==> src/rtl/abs_pipe_if.sv <==
// Operand/result stream bundle for abs_pipe: operand in, result plus overflow status out.
// The master side drives operands and accepts results; the slave side is the unit itself.
interface abs_pipe_if #(
   parameter int WIDTH = 16,
   parameter int CNT_W = 16
);
   logic             in_valid;
   logic             in_ready;
   logic [WIDTH-1:0] in_data;
   logic             in_op;
   logic             out_valid;
   logic             out_ready;
   logic [WIDTH-1:0] out_data;
   logic             out_ovf;
   logic [CNT_W-1:0] ovf_count;

   modport master (
      output in_valid, in_data, in_op, out_ready,
      input  in_ready, out_valid, out_data, out_ovf, ovf_count
   );

   modport slave (
      input  in_valid, in_data, in_op, out_ready,
      output in_ready, out_valid, out_data, out_ovf, ovf_count
   );
endinterface

==> src/rtl/abs_pipe.sv <==
// abs_pipe: pipelined |x| / -x unit; result valid STAGES-1 edges after the operand is accepted.
// Backpressure: in_ready is combinational from out_ready through the stage chain; empty stages always accept.
module abs_pipe #(
   parameter int WIDTH    = 16,
   parameter int STAGES   = 2,
   parameter bit SATURATE = 1'b0,
   parameter int CNT_W    = 16
) (
   input logic       clk,
   input logic       rst,
   abs_pipe_if.slave bus
);

   typedef struct packed {
      logic             vld;
      logic             ovf;
      logic [WIDTH-1:0] dat;
   } stage_t;

   localparam logic [WIDTH-1:0] MIN_VAL = {1'b1, {(WIDTH-1){1'b0}}};
   localparam logic [WIDTH-1:0] MAX_VAL = ~MIN_VAL;
   localparam logic [CNT_W-1:0] CNT_ONE = CNT_W'(1);

   stage_t           pipe [STAGES];
   stage_t           s1;
   logic [STAGES-1:0] adv;
   logic             cin;
   logic [WIDTH-1:0] sum;
   logic [CNT_W-1:0] cnt;

   // Abs and negate share one adder: the invert mask and carry-in are both
   // "op is negate, or operand is negative".
   always_comb begin
      cin    = bus.in_op | bus.in_data[WIDTH-1];
      sum    = (bus.in_data ^ {WIDTH{cin}}) + {{(WIDTH-1){1'b0}}, cin};
      s1.vld = bus.in_valid;
      s1.ovf = (bus.in_data == MIN_VAL);
      s1.dat = sum;
      if (s1.ovf) begin
         s1.dat = SATURATE ? MAX_VAL : bus.in_data;
      end
   end

   // A stage may load when it, or any stage downstream of it, is empty or the consumer takes a result.
   always_comb begin
      logic acc;
      acc = bus.out_ready;
      adv = '0;
      for (int k = STAGES - 1; k >= 0; k--) begin
         acc    = acc | ~pipe[k].vld;
         adv[k] = acc;
      end
   end

   always_ff @(posedge clk) begin
      if (rst) begin
         for (int k = 0; k < STAGES; k++) begin
            pipe[k] <= '0;
         end
         cnt <= '0;
      end else begin
         if (adv[0]) begin
            pipe[0] <= s1;
         end
         for (int k = 1; k < STAGES; k++) begin
            if (adv[k]) begin
               pipe[k] <= pipe[k-1];
            end
         end
         if (pipe[STAGES-1].vld && bus.out_ready && pipe[STAGES-1].ovf && (cnt != '1)) begin
            cnt <= cnt + CNT_ONE;
         end
      end
   end

   assign bus.in_ready  = adv[0];
   assign bus.out_valid = pipe[STAGES-1].vld;
   assign bus.out_data  = pipe[STAGES-1].dat;
   assign bus.out_ovf   = pipe[STAGES-1].ovf;
   assign bus.ovf_count = cnt;

endmodule

==> src/flat_wrapper.sv <==
// flat-port wrapper written by rule: the top's interface ports become plain ports
module abs_pipe_flat 
#(
   parameter int WIDTH    = 16,
   parameter int STAGES   = 2,
   parameter bit SATURATE = 1'b0,
   parameter int CNT_W    = 16
)
  (clk, rst, bus_in_valid, bus_in_data, bus_in_op, bus_out_ready, bus_in_ready, bus_out_valid, bus_out_data, bus_out_ovf, bus_ovf_count);
  abs_pipe_if #(.WIDTH(WIDTH), .CNT_W(CNT_W)) bus_i ();
  input logic clk;
  input logic rst;
  input wire logic [$bits(bus_i.in_valid)-1:0] bus_in_valid;
  input wire logic [$bits(bus_i.in_data)-1:0] bus_in_data;
  input wire logic [$bits(bus_i.in_op)-1:0] bus_in_op;
  input wire logic [$bits(bus_i.out_ready)-1:0] bus_out_ready;
  output wire logic [$bits(bus_i.in_ready)-1:0] bus_in_ready;
  output wire logic [$bits(bus_i.out_valid)-1:0] bus_out_valid;
  output wire logic [$bits(bus_i.out_data)-1:0] bus_out_data;
  output wire logic [$bits(bus_i.out_ovf)-1:0] bus_out_ovf;
  output wire logic [$bits(bus_i.ovf_count)-1:0] bus_ovf_count;
  assign bus_i.in_valid = bus_in_valid;
  assign bus_i.in_data = bus_in_data;
  assign bus_i.in_op = bus_in_op;
  assign bus_i.out_ready = bus_out_ready;
  assign bus_in_ready = bus_i.in_ready;
  assign bus_out_valid = bus_i.out_valid;
  assign bus_out_data = bus_i.out_data;
  assign bus_out_ovf = bus_i.out_ovf;
  assign bus_ovf_count = bus_i.ovf_count;
  abs_pipe #(.WIDTH(WIDTH), .STAGES(STAGES), .SATURATE(SATURATE), .CNT_W(CNT_W)) u_core (.clk(clk), .rst(rst), .bus(bus_i));
endmodule
==> config.mk <==
export PLATFORM = sky130hd
export DESIGN_NAME = abs_pipe_flat
export DESIGN_NICKNAME = d
export VERILOG_FILES = /design/src/rtl/abs_pipe_if.sv /design/src/rtl/abs_pipe.sv /design/src/flat_wrapper.sv
export SDC_FILE = /design/constraint.sdc
export NUM_CORES = 1
export LEC_CHECK = 0
export BUFFER_PORTS_ARGS = -buffer_cell sky130_fd_sc_hd__buf_2
export CAP_MARGIN = 20
export CORE_MARGIN = 8
export CORE_UTILIZATION = 35
export DETAILED_ROUTE_END_ITERATION = 16
export PLACE_DENSITY = 0.51
export RECOVER_POWER = 25
export SLEW_MARGIN = 20
export SYNTH_ARGS = -nofsm -noshare
export SYNTH_HDL_FRONTEND = slang
export SYNTH_SLANG_ARGS = --single-unit
==> constraint.sdc <==
create_clock -name clk -period 3.8 [get_ports clk]
set_input_delay 0.38 -clock clk [delete_from_list [all_inputs] [get_ports clk]]
set_output_delay 0.38 -clock clk [all_outputs]
set_load 0.05 [all_outputs]
==> results_dict.tcl, run 1 <==
set metrics [dict create \
    ys_seq_area_frac 0.5103 \
    tns_ns 0 \
    power_density_nw_per_um2 373.7 \
    core_um2 7647 \
    switchingPower_mw 0.2934 \
    ir_drop_mv 0.1320 \
    place_congestion 0.8803 \
    worstMarginPinSlew_ns 0.7482 \
    yosysTopAreaCellShare 0.3936 \
    combPwrFrac 0.129 \
    required_ns 3.98 \
    vias 1999 \
    syn_nets 291 \
    clkLatencyLatePin_ns 0.30 \
    drv_cap 0 \
    cts_buffer_depth 2 \
    p_clk_frac 0.307 \
    synth_edf_count 36 \
    antenna_found_initial 0 \
    p_sw_frac 0.2574 \
    synthFlopType "edfxtp_1" \
    clkTransAtPathRegs_ns 0.09 \
    synthTopCellsByCount "edfxtp_1, nor2_1, and2_1" \
    antenna_left 0 \
    postCtsHoldBufs 0 \
    cts_root_buf "clkbuf_8" \
    regToRegSetupSlack_ns 1.74 \
    synthArstFlopShare 0 \
    nFillCells 796 \
    dieArea_um2 10940 \
    drt_iter0_markers 55 \
    clock-sinks 52 \
    cts_htree_levels 2 \
    worst_setup_path_start_kind "primary input" \
    yosys_warnings 0 \
    nets 328 \
    ys_ff_latch 52 \
    slew_viol_final 0 \
    syn_area_um2 2746 \
    hold_violations 0 \
    crit_path_end_kind "flop" \
    syn_avg_cell_area_um2 10.25 \
    gr-total-overflow 0 \
    die_w_um 104.6 \
    period_needed_ns 2.490 \
    area_growth_pct 11.07 \
    post_cts_buffers 0 \
    drt_wl_total_mm 5.710 \
    finalSetupViolations 0 \
    drtPass1Iterations 5 \
    synthDistinctLibCells 48 \
    grt_use_total 0.1058 \
    routed_via_density 4.900 \
    status "complete, no violations" \
    maxSlewHeadroom 0.4993 \
    crit_arrival_ns 2.67 \
    seq_area_um2 1401 \
    avgRoutedWirePerCell_um 14.00 \
    hpwl_mm 4.171 \
    pwr-share-seq 0.564 \
    numCtsBuffers 5 \
    grt_max_degree 21 \
    critPathMaxFanout 13 \
    initial_core_util 0.3591 \
    p_leak_nw 1.159 \
    postSynthCellCount 268 \
    finish.utilization 0.3989 \
    io-pin-count 56 \
    diodes 0 \
    cts_resized 0 \
    r2r_cells 6 \
    grt_pass1_wl_mm 9.632 \
    drive_above_1_share 0.1340 \
    drcViolationCount 0 \
    die_y_um 104.6 \
    portBuffers 55 \
    crit_type "in -> reg" \
    internal-power_mw 0.8466 \
    finalCritPeriodShare 0.6553 \
    synth_top_area_cell "edfxtp_1" \
    multi_input_area_um2 1156 \
    rsz0062_at_grt "false" \
    min_path_cells 2 \
    max_freq_ghz 0.4016 \
    cts_tree "yes" \
    clock_skew_ns 0.005765 \
    grt_pass1_vias 1929 \
    hold_path_class "in -> reg" \
    yosysMostFrequentCell "edfxtp_1" \
    num_rows 32 \
    synth_area_leaders "edfxtp_1, dfxtp_1, xor2_1" \
]
==> power by group through the flow <==
| stage | combinational, mW | clock [mW] | sequential, mW |
|---|---|---|---|
| after CTS | 0.152 | 0.365 | 0.643 |
| final | 0.147 | 0.350 | 0.643 |
| after detailed placement | 0.152 | 0 | 0.656 |
| after global placement | 0.152 | 0 | 0.656 |
| after floorplan | 0.120 | 0 | 0.657 |
| after global routing | 0.160 | 0.386 | 0.646 |
==> cell families after synthesis <==
| family | share of synthesized area |
|---|---|
| and+or+nand+nor | 0.2337 |
| adders and majority gates | 0.009110 |
| buffers and inverters | 0.06971 |
| xor gates and xnor gates | 0.07973 |
| DFF | 0.5103 |
| AOI/OAI and AO/OA | 0.09385 |
| muxes | 0.003645 |
==> final cells by class <==
class                   count  share of cell area
inverters                   7            0.008614
flip-flops and latches     52              0.4594
repair buffers             55             0.07793
multi-input cells         184              0.3790
clock buffers               8             0.03322
well taps                 102             0.04184
==> final timing paths <==
kind / startpoint / to
min: bus_in_valid / u_core.pipe[0][17]
max reg2reg: u_core.bus.ovf_count[0] / u_core.bus.ovf_count[1]
min reg2reg: u_core.pipe[0][11] / u_core.pipe[0][29]
max: bus_in_data[15] / u_core.pipe[0][12]
==> registers in the layout, summed over array words and instances (netlist names) <==
register,cells
u_core.bus.ovf_count,16
u_core.pipe,36
==> metal layers <==
layer | share of wire | wire, um | global-route usage
met3 | 0.039 | 222 | 0.02396
met4 | 0.0093 | 53 | 0.03976
met1 | 0.51 | 2884 | 0.1417
met5 | 0 | 0 | 0
met2 | 0.45 | 2550 | 0.1630
==> worst max-delay path, stage by stage <==
cell     delay [ns]
buf_2          0.14
nor2_1         0.59
xnor2_1        0.20
ha_1           0.32
nand3_1        0.15
nor3_1         0.21
a21oi_1        0.13
or4_1          0.49
nand2_1        0.07
==> cell usage in the layout (no fill, tap or decap), types with 2 or more instances in the layout <==
cell,n
inv_1,7
and3_1,3
nand3b_1,2
clkbuf_8,5
nand4_1,4
nor2_1,34
or3_1,3
buf_2,25
or4_1,2
a311oi_1,2
and4_1,3
and2_1,21
nand3_1,13
a31oi_1,2
nor3_1,6
nand2_1,9
ha_1,2
nor4_1,4
clkbuf_1,32
xnor2_1,9
edfxtp_1,36
dfxtp_1,16
o21ai_0,7
xor2_1,16
o21ai_1,7
nor4_2,2
a21oi_1,12
==> stage by stage <==
step | cells | total power, mW | area (um^2) | worst slack, ns | hold slack (ns)
after floorplan | 268 | 0.7762 | 2746 | 1.490 | 0.4967
after global placement | 400 | 0.8074 | 2984 | 1.077 | 0.5036
final | 408 | 1.140 | 3050 | 1.310 | 0.3473
after global routing | 408 | 1.193 | 3050 | 1.073 | 0.3285
after CTS | 408 | 1.159 | 3085 | 1.343 | 0.3336
after detailed placement | 400 | 0.8073 | 2984 | 1.023 | 0.5034
Power figures use the tool's default switching activity.
==> run 2: changes to the inputs <==
==> constraint.sdc (replaced) <==
create_clock -name clk -period 2.5 [get_ports clk]
set_input_delay 0.25 -clock clk [delete_from_list [all_inputs] [get_ports clk]]
set_output_delay 0.25 -clock clk [all_outputs]
set_load 0.05 [all_outputs]
==> run 2 against run 1 <==
Net effect:
- final area grew 1.0%
- worst hold slack got worse by 0.13 ns
- non-clock buffer count is 5 higher
- critical path type is now reg -> reg
- critical endpoint is now u_core.bus.ovf_count[1]
- global-route usage grew 0.10 points
- die area is the same
- largest power group unchanged
- combinational power rose by 58%
- largest cell class unchanged
- core utilization up 0.41 points
==> results_dict.tcl, run 2 (synthesis results as in run 1) <==
set metrics [dict create \
    status "complete, no violations" \
    drv_cap 0 \
    use_met1 0.1368 \
    finalSetupViolations 0 \
    die_w_um 104.6 \
    p_sw_frac 0.2716 \
    crit_path_end_kind "flop" \
    max_freq_ghz 0.4844 \
    grt_use_met3 0.02211 \
    use_met2 0.1726 \
    drt_iter0_markers 46 \
    gr-total-overflow 0 \
    finalCritPeriodShare 0.8258 \
    crit_arrival_ns 2.26 \
    period_needed_ns 2.065 \
    pre_cts_ws_ns 0.2743 \
    final_common_cell "edfxtp_1" \
    top_register "u_core.pipe" \
    required_ns 2.69 \
    io-pin-count 56 \
    power_density_nw_per_um2 547.3 \
    slew_viol_final 0 \
    nets 333 \
    dieArea_um2 10940 \
    avgRoutedWirePerCell_um 14.13 \
    initial_core_util 0.3591 \
    cts_root_buf "clkbuf_8" \
    crit_type "reg -> reg" \
    final_cell_mix "edfxtp_1, nor2_1, clkbuf_1" \
    p_clk_frac 0.283 \
    grt-busiest-layer "met2" \
    final_area_um2 3082 \
    hold_path_class "in -> reg" \
    switchingPower_mw 0.4580 \
    drtPass1Iterations 4 \
    cts_resized 0 \
    worstMarginPinSlew_ns 0.6425 \
    dp.cells 405 \
    diodes 0 \
    maxSlewHeadroom 0.5697 \
    die_y_um 104.6 \
    setup_ws_ns 0.4355 \
    grt_use_total 0.1068 \
    largest_register_ffs 36 \
    clock-sinks 52 \
    rsz0062_at_grt "false" \
    combPwrFrac 0.137 \
    drt_wl_total_mm 5.835 \
    grt_max_degree 21 \
    internal-power_mw 1.229 \
    cts_tree "yes" \
    cts_htree_levels 2 \
    numCtsBuffers 5 \
    clkTransAtPathRegs_ns 0.10 \
    core_um2 7647 \
    clkLatencyLatePin_ns 0.30 \
    tns_ns 0 \
    num_rows 32 \
    area_growth_pct 12.21 \
    grt_pass1_vias 2029 \
    grt_pass1_wl_mm 9.749 \
    fin_cells 413 \
    postCtsHoldBufs 0 \
    ir_drop_mv 0.2238 \
    critPathMaxFanout 8 \
    hold_violations 0 \
    worst_setup_path_start_kind "flop" \
    antenna_left 0 \
    cts_buffer_depth 2 \
    post_cts_buffers 0 \
    p_leak_nw 1.191 \
    pwr-share-seq 0.580 \
    hpwl_mm 4.362 \
    antenna_found_initial 0 \
    portBuffers 55 \
    drcViolationCount 0 \
    drive_above_1_share 0.1543 \
    routed_via_density 4.835 \
    clock_skew_ns 0.008058 \
    place_congestion 0.8392 \
    vias 1997 \
    place_area_um2 3034 \
]
-- run 2: cell types whose count changed in the layout (fill, tap and decap cells not counted) --
cell / delta
buf_2: +1
clkinv_2: +2
clkbuf_16: -1
nor4_1: +1
clkbuf_1: -3
nor4_2: -1
clkinv_4: +1
buf_12: +1
buf_4: +4
-- run 2: per-stage QoR --
stage | power, mW | util | hold WS (ns)
floorplan | 1.180 | - | 0.4482
global placement | 1.236 | 0.3968 | 0.5014
detailed placement | 1.236 | 0.3968 | 0.5034
CTS | 1.720 | 0.4082 | 0.2072
global route | 1.759 | 0.4030 | 0.2355
finish | 1.687 | 0.4030 | 0.2198
-- run 2: final cells by class --
class / instances / area (um^2)
Multi-Input combinational cell: 184 / 1150
Sequential cell: 52 / 1401
Timing Repair Buffer: 60 / 289.0
Inverter: 7 / 26.28
Fill cell: 798 / 4566
Clock buffer: 5 / 68.82
Clock inverter: 3 / 18.77
Tap cell: 102 / 127.6
-- run 2: worst max-delay path, stage by stage, from the launching register on --
cell and delay (ns):
dfxtp_1 0.44, ha_1 0.24, inv_1 0.09, or4_1 0.70, o21ai_4 0.23, mux2i_1 0.20
nor2_1 0.05
-- run 2: path summary, 6_finish.rpt --
path	startpoint	to	slack, ns	cells after the start
worst max-delay path	u_core.bus.ovf_count[0]	u_core.bus.ovf_count[1]	0.44	6
worst min-delay path	bus_in_valid	u_core.pipe[0][17]	0.22	2
worst max register to register	u_core.bus.ovf_count[0]	u_core.bus.ovf_count[1]	0.44	6
worst min register to register	u_core.pipe[0][15]	u_core.pipe[0][33]	0.53	1
-- run 2: power groups by stage --
stage               Combinational, mW  Sequential (mW)  Clock, mW
finish                          0.232            0.978      0.477
global route                    0.252            0.983      0.525
CTS                             0.240            0.977      0.503
global placement                0.239            0.996          0
floorplan                       0.182            0.998          0
detailed placement              0.239            0.997          0
-- run 2: metal layers --
metal  wire [um]  up-vias
li1            -     1024
met1        2919      922
met2        2602       44
met3         215        7
met4          98        0
met5           0        -
